===== src/rtl/occupancy_map_dumper.sv =====
// occupancy_map_dumper
//   Read-out engine for the occupancy grid RAM. A start pulse in IDLE walks
//   the map from address 0 to DEPTH-1 and streams each cell over a
//   valid/ready link, tagging the final cell with out_last. Read data lands
//   in a 2-entry FIFO whose head drives the output, so the stream runs at one
//   word per cycle under continuous ready and never overflows under backpressure.
//
// Ports
//   clock, reset           single clock, synchronous active-high reset
//   start                  one-cycle dump request, honoured only in IDLE
//   busy                   high while the block owns the RAM read port
//   done                   one-cycle pulse after the last word handshakes
//   mem_read_enable        RAM read strobe
//   mem_address            RAM read address
//   mem_read_data          RAM data, valid one cycle after the strobe
//   out_valid/out_ready    output handshake
//   out_data               cell value, ascending address order
//   out_last               marks the cell from address DEPTH-1
module occupancy_map_dumper #(
  parameter int DATA_WIDTH = 8,
  parameter int DEPTH      = 32768,
  parameter int ADDR_WIDTH = $clog2(DEPTH)
) (
  input  logic                  clock,
  input  logic                  reset,
  input  logic                  start,
  output logic                  busy,
  output logic                  done,
  output logic                  mem_read_enable,
  output logic [ADDR_WIDTH-1:0] mem_address,
  input  logic [DATA_WIDTH-1:0] mem_read_data,
  output logic                  out_valid,
  input  logic                  out_ready,
  output logic [DATA_WIDTH-1:0] out_data,
  output logic                  out_last
);

  // One extra bit so the counters can hold DEPTH itself.
  localparam int CW = ADDR_WIDTH + 1;

  typedef enum logic [1:0] {IDLE, STREAM, DONE} state_t;

  state_t                  state;
  logic [CW-1:0]           issue_cnt;
  logic [CW-1:0]           sent_cnt;
  logic                    inflight;
  logic [DATA_WIDTH-1:0]   fifo_mem [2];
  logic                    wr_ptr;
  logic                    rd_ptr;
  logic [1:0]              count;

  logic                    pop;
  logic [2:0]              level;
  logic                    issue;
  logic                    last_hs;

  assign out_valid = (count != 2'd0);
  assign out_data  = fifo_mem[rd_ptr];
  assign out_last  = out_valid && (sent_cnt == CW'(DEPTH - 1));
  assign pop       = out_valid && out_ready;
  assign last_hs   = pop && (sent_cnt == CW'(DEPTH - 1));

  // Words that will occupy the FIFO once this cycle's pop and the pending
  // read return are accounted for; a new read is only safe if that leaves
  // room for its data next cycle.
  assign level = {1'b0, count} + {2'b00, inflight} - {2'b00, pop};
  assign issue = (state == STREAM) && (issue_cnt < CW'(DEPTH)) && (level <= 3'd1);

  assign mem_read_enable = issue;
  assign mem_address     = issue_cnt[ADDR_WIDTH-1:0];

  always_ff @(posedge clock) begin
    if (reset) begin
      state       <= IDLE;
      busy        <= 1'b0;
      done        <= 1'b0;
      issue_cnt   <= '0;
      sent_cnt    <= '0;
      inflight    <= 1'b0;
      wr_ptr      <= 1'b0;
      rd_ptr      <= 1'b0;
      count       <= 2'd0;
      fifo_mem[0] <= '0;
      fifo_mem[1] <= '0;
    end else begin
      done     <= 1'b0;
      inflight <= issue;
      count    <= count + {1'b0, inflight} - {1'b0, pop};

      if (inflight) begin
        fifo_mem[wr_ptr] <= mem_read_data;
        wr_ptr           <= ~wr_ptr;
      end

      if (pop) begin
        rd_ptr   <= ~rd_ptr;
        sent_cnt <= sent_cnt + 1'b1;
      end

      if (issue) begin
        issue_cnt <= issue_cnt + 1'b1;
      end

      case (state)
        IDLE: begin
          if (start) begin
            state     <= STREAM;
            busy      <= 1'b1;
            issue_cnt <= '0;
            sent_cnt  <= '0;
          end
        end
        STREAM: begin
          if (last_hs) begin
            state <= DONE;
            busy  <= 1'b0;
            done  <= 1'b1;
          end
        end
        DONE: begin
          state <= IDLE;
        end
        default: begin
          state <= IDLE;
          busy  <= 1'b0;
        end
      endcase
    end
  end

endmodule


===== config.mk =====
export PLATFORM = sky130hd
export DESIGN_NAME = occupancy_map_dumper
export DESIGN_NICKNAME = d
export VERILOG_FILES = /design/src/rtl/occupancy_map_dumper.sv
export SDC_FILE = /design/constraint.sdc
export NUM_CORES = 1
export LEC_CHECK = 0
export ABC_AREA = 1
export CAP_MARGIN = 15
export CORE_MARGIN = 5
export CORE_UTILIZATION = 59
export CTS_CLUSTER_DIAMETER = 150
export DETAILED_ROUTE_END_ITERATION = 10
export GPL_ROUTABILITY_DRIVEN = 1
export PLACE_DENSITY = 0.85
export SLEW_MARGIN = 20
export SYNTH_ARGS = -nofsm -noshare
export SYNTH_HDL_FRONTEND = slang
export SYNTH_SLANG_ARGS = --single-unit

===== constraint.sdc =====
create_clock -name clock -period 7.28 [get_ports clock]
set_clock_uncertainty 0.1 [all_clocks]
set_input_delay 1.456 -clock clock [delete_from_list [all_inputs] [get_ports clock]]
set_output_delay 1.456 -clock clock [all_outputs]
set_load 0.03 [all_outputs]

==> results.py <==
metrics = {
    "cells_and_area": {
        "layout_common_cells": "inv_1 (62), nand2_1 (60), nor2_1 (59), dfxtp_1 (42), clkdlybuf4s50_1 (39)",
        "drive_gt1_frac": 0.119,
        "final_common_cell": "inv_1",
        "n_antenna_cell": 0,
        "nNetsFinal": 413,
        "area_growth_pct": 19.3,
    },
    "clock_tree": {
        "cts.htree.levels": 3,
        "ctsResizeCount": 0,
        "root_buffer": "clkbuf_8",
        "numCtsBuffers": 9,
        "tritoncts": "yes",
        "cts_setup_buffers": 0,
        "clock_sinks": 58,
        "clk_pin_slew_ns": 0.06,
        "clk_latency_ns": 0.34,
        "clk_path_buf_depth": 2,
        "cts_hold_buf": 0,
    },
    "yosys": {
        "ys_ff_latch": 58,
        "syn_inst": 366,
        "synth_warnings": 0,
        "synth_top_area_frac": 0.290,
        "seq_area_frac_synth": 0.456,
        "syn_nets": 382,
        "yosys.cell_types.count": 33,
        "avgSynthCellArea_um2": 7.92,
        "synthTopCellsByArea": "dfxtp_1 (29%), edfxtp_1 (17%), inv_1 (8.0%), nand2_1 (7.8%), nor2_1 (7.6%)",
        "synth_flop_cell": "dfxtp_1",
        "synth.largest_area_cell": "dfxtp_1",
        "synth_edf_count": 16,
        "synthArstFlopShare": 0,
        "syn_area_um2": 2900,
    },
    "drt": {
        "viasPerCell": 5.06,
        "drt_iter0_drc": 135,
        "vias": 2373,
        "drcViolationCount": 0,
        "drt_pass1_iterations": 4,
        "drt-wirelength-per-cell_um": 12.6,
        "drt_wl_total_mm": 5.92,
        "ant_nets": 0,
    },
    "status": {
        "status": "finished, final reports clean",
    },
    "die": {
        "die_width_um": 80.1,
        "dieArea_um2": 6420,
        "placementRows": 25,
        "initial_core_util": 0.610,
        "die_h_um": 80.1,
        "ioPinCount": 40,
        "coreArea_um2": 4750,
    },
    "setup_path": {
        "path_delay_family": "buffers and inverters",
        "critPathRequiredTime_ns": 5.72,
        "crit_path_max_fanout": 7,
        "path_class": "in2out",
        "endpoint_kind": "output port",
        "path_buf_inv": 5,
        "worst-path-stages": 13,
        "startpoint": "out_ready",
        "rr_worst_depth": 16,
        "max_stage_delay_ns": 0.69,
        "crit_path_start_kind": "primary input",
        "slowest_stage": "clkdlybuf4s50_1",
        "endpoint": "mem_read_enable",
        "worstPathCellList": "clkdlybuf4s50_1 > o21ai_2 > inv_1 > nand2_1 > o21ai_0 > ha_1 > fa_1 > inv_1 > nand2_1 > nor2_8 > nand2_2 > inv_2 > clkdlybuf4s50_1",
        "arrival_ns": 4.39,
        "r2r_start": "count[1]$_SDFF_PP0_",
        "r2r_slack_ns": 4.48,
        "crit-reg2reg-capture": "issue_cnt[14]$_SDFF_PP0_",
    },
    "global_route": {
        "gr-total-overflow": 0,
        "grt_max_degree": 23,
        "grt_pass1_wl_mm": 10.3,
        "grt_pass1_vias": 2472,
        "grt.total_usage": 0.208,
        "antenna_found_initial": 0,
    },
    "min_path": {
        "hold_class": "reg2reg",
    },
    "sta": {
        "fin_crit_sh": 0.817,
        "finalSetupViolCount": 0,
        "fin_setup_tns_ns": 0,
        "period_minus_slack_ns": 5.95,
        "rsz0062_at_grt": "false",
        "worst_slew_pin_slew_ns": 0.904,
        "fmax_ghz": 0.168,
        "finalMaxSlewViolations": 0,
        "relSlewSlack": 0.397,
        "setup_ws_ns": 1.33,
        "timing.final.hold_violations": 0,
    },
    "placed_design": {
        "pre_cts_slack_ns": 1.37,
        "hpwl_mm": 4.14,
        "port-buffer-count": 39,
        "gp_congestion": 0.804,
    },
    "power_and_ir_drop": {
        "leakage_uw": 0.00152,
        "total_power_uw": 913,
        "power_density_nw_per_um2": 264,
        "vdd_drop_max_uv": 151,
    },
    "run": {
        "max_cap_violations": 0,
    },
}
cells in the mapped netlist, types with 2 or more instances:
library cell	number
buf_2	3
dfxtp_1	42
nand3_1	17
mux2_2	8
nand2_2	4
ha_1	3
nand2_1	60
nand3_4	2
buf_4	15
o21ai_0	15
nor2_4	2
nor2_1	59
edfxtp_1	16
nor2_8	3
nor3_1	8
nand4_1	7
inv_2	3
a21oi_1	19
nor2_2	5
inv_1	62
registers in the layout, indices dropped and copies added (netlist names), named ones only:
| register | count |
|---|---|
| busy | 1 |
| count | 2 |
| done | 1 |
| fifo_mem | 16 |
| inflight | 1 |
| issue_cnt | 16 |
| rd_ptr | 1 |
| sent_cnt | 16 |
| state | 2 |
| wr_ptr | 1 |
per-stage QoR:
step	hold slack, ns	instance area [um2]	util	instances
after detailed placement	0.341	3240	0.682	453
final	0.348	3460	0.728	469
after global placement	0.336	3240	0.682	453
after global routing	0.371	3460	0.728	469
after floorplan	0.326	2900	-	366
after CTS	0.349	3460	0.728	469
area by class of cell:
type,instances,area [um2]
clock inverters,7,93.8
well taps,67,83.8
clock buffers,9,124
flip-flops and latches,58,1320
fillers,383,1290
multi-input cells,223,1200
inverters,66,250
repair buffers,39,390
routing by layer:
layer	wire length (um)	GRT usage	share of wire
met5	0	0	0
met4	183	0.120	0.031
met3	223	0.0448	0.038
met2	3040	0.368	0.51
met1	2470	0.226	0.42
how the worst min path moves through the flow:
stage | from | end | depth (start not counted)
floorplan | sent_cnt[14]$_SDFF_PP0_ | sent_cnt[14]$_SDFF_PP0_ | 2
global placement | sent_cnt[14]$_SDFF_PP0_ | sent_cnt[14]$_SDFF_PP0_ | 2
detailed placement | rd_ptr$_SDFFE_PP0P_ | flip-flop | 1
CTS | rd_ptr$_SDFFE_PP0P_ | flip-flop | 1
global route | sent_cnt[14]$_SDFF_PP0_ | sent_cnt[14]$_SDFF_PP0_ | 2
finish | sent_cnt[14]$_SDFF_PP0_ | sent_cnt[14]$_SDFF_PP0_ | 2
tightest hold or removal path, stage by stage (launching register included):
cell	delay, ns
dfxtp_1	0.31
inv_1	0.05
a21oi_1	0.05
power by group:
group	internal, uW	switching, uW
combinational	79.7	132
sequential	355	20.2
clock	192	134
total	626	287
kinds of logic after synthesis:
group           after synthesis  share of synthesized area
buf+inv                      85                      0.132
mux                           8                     0.0311
flops                        58                      0.456
compound gates               38                     0.0682
simple gates                172                      0.291
fa+ha+maj                     4                     0.0198
xor+xnor                      1                    0.00302
(Power assumes the default switching activity.)
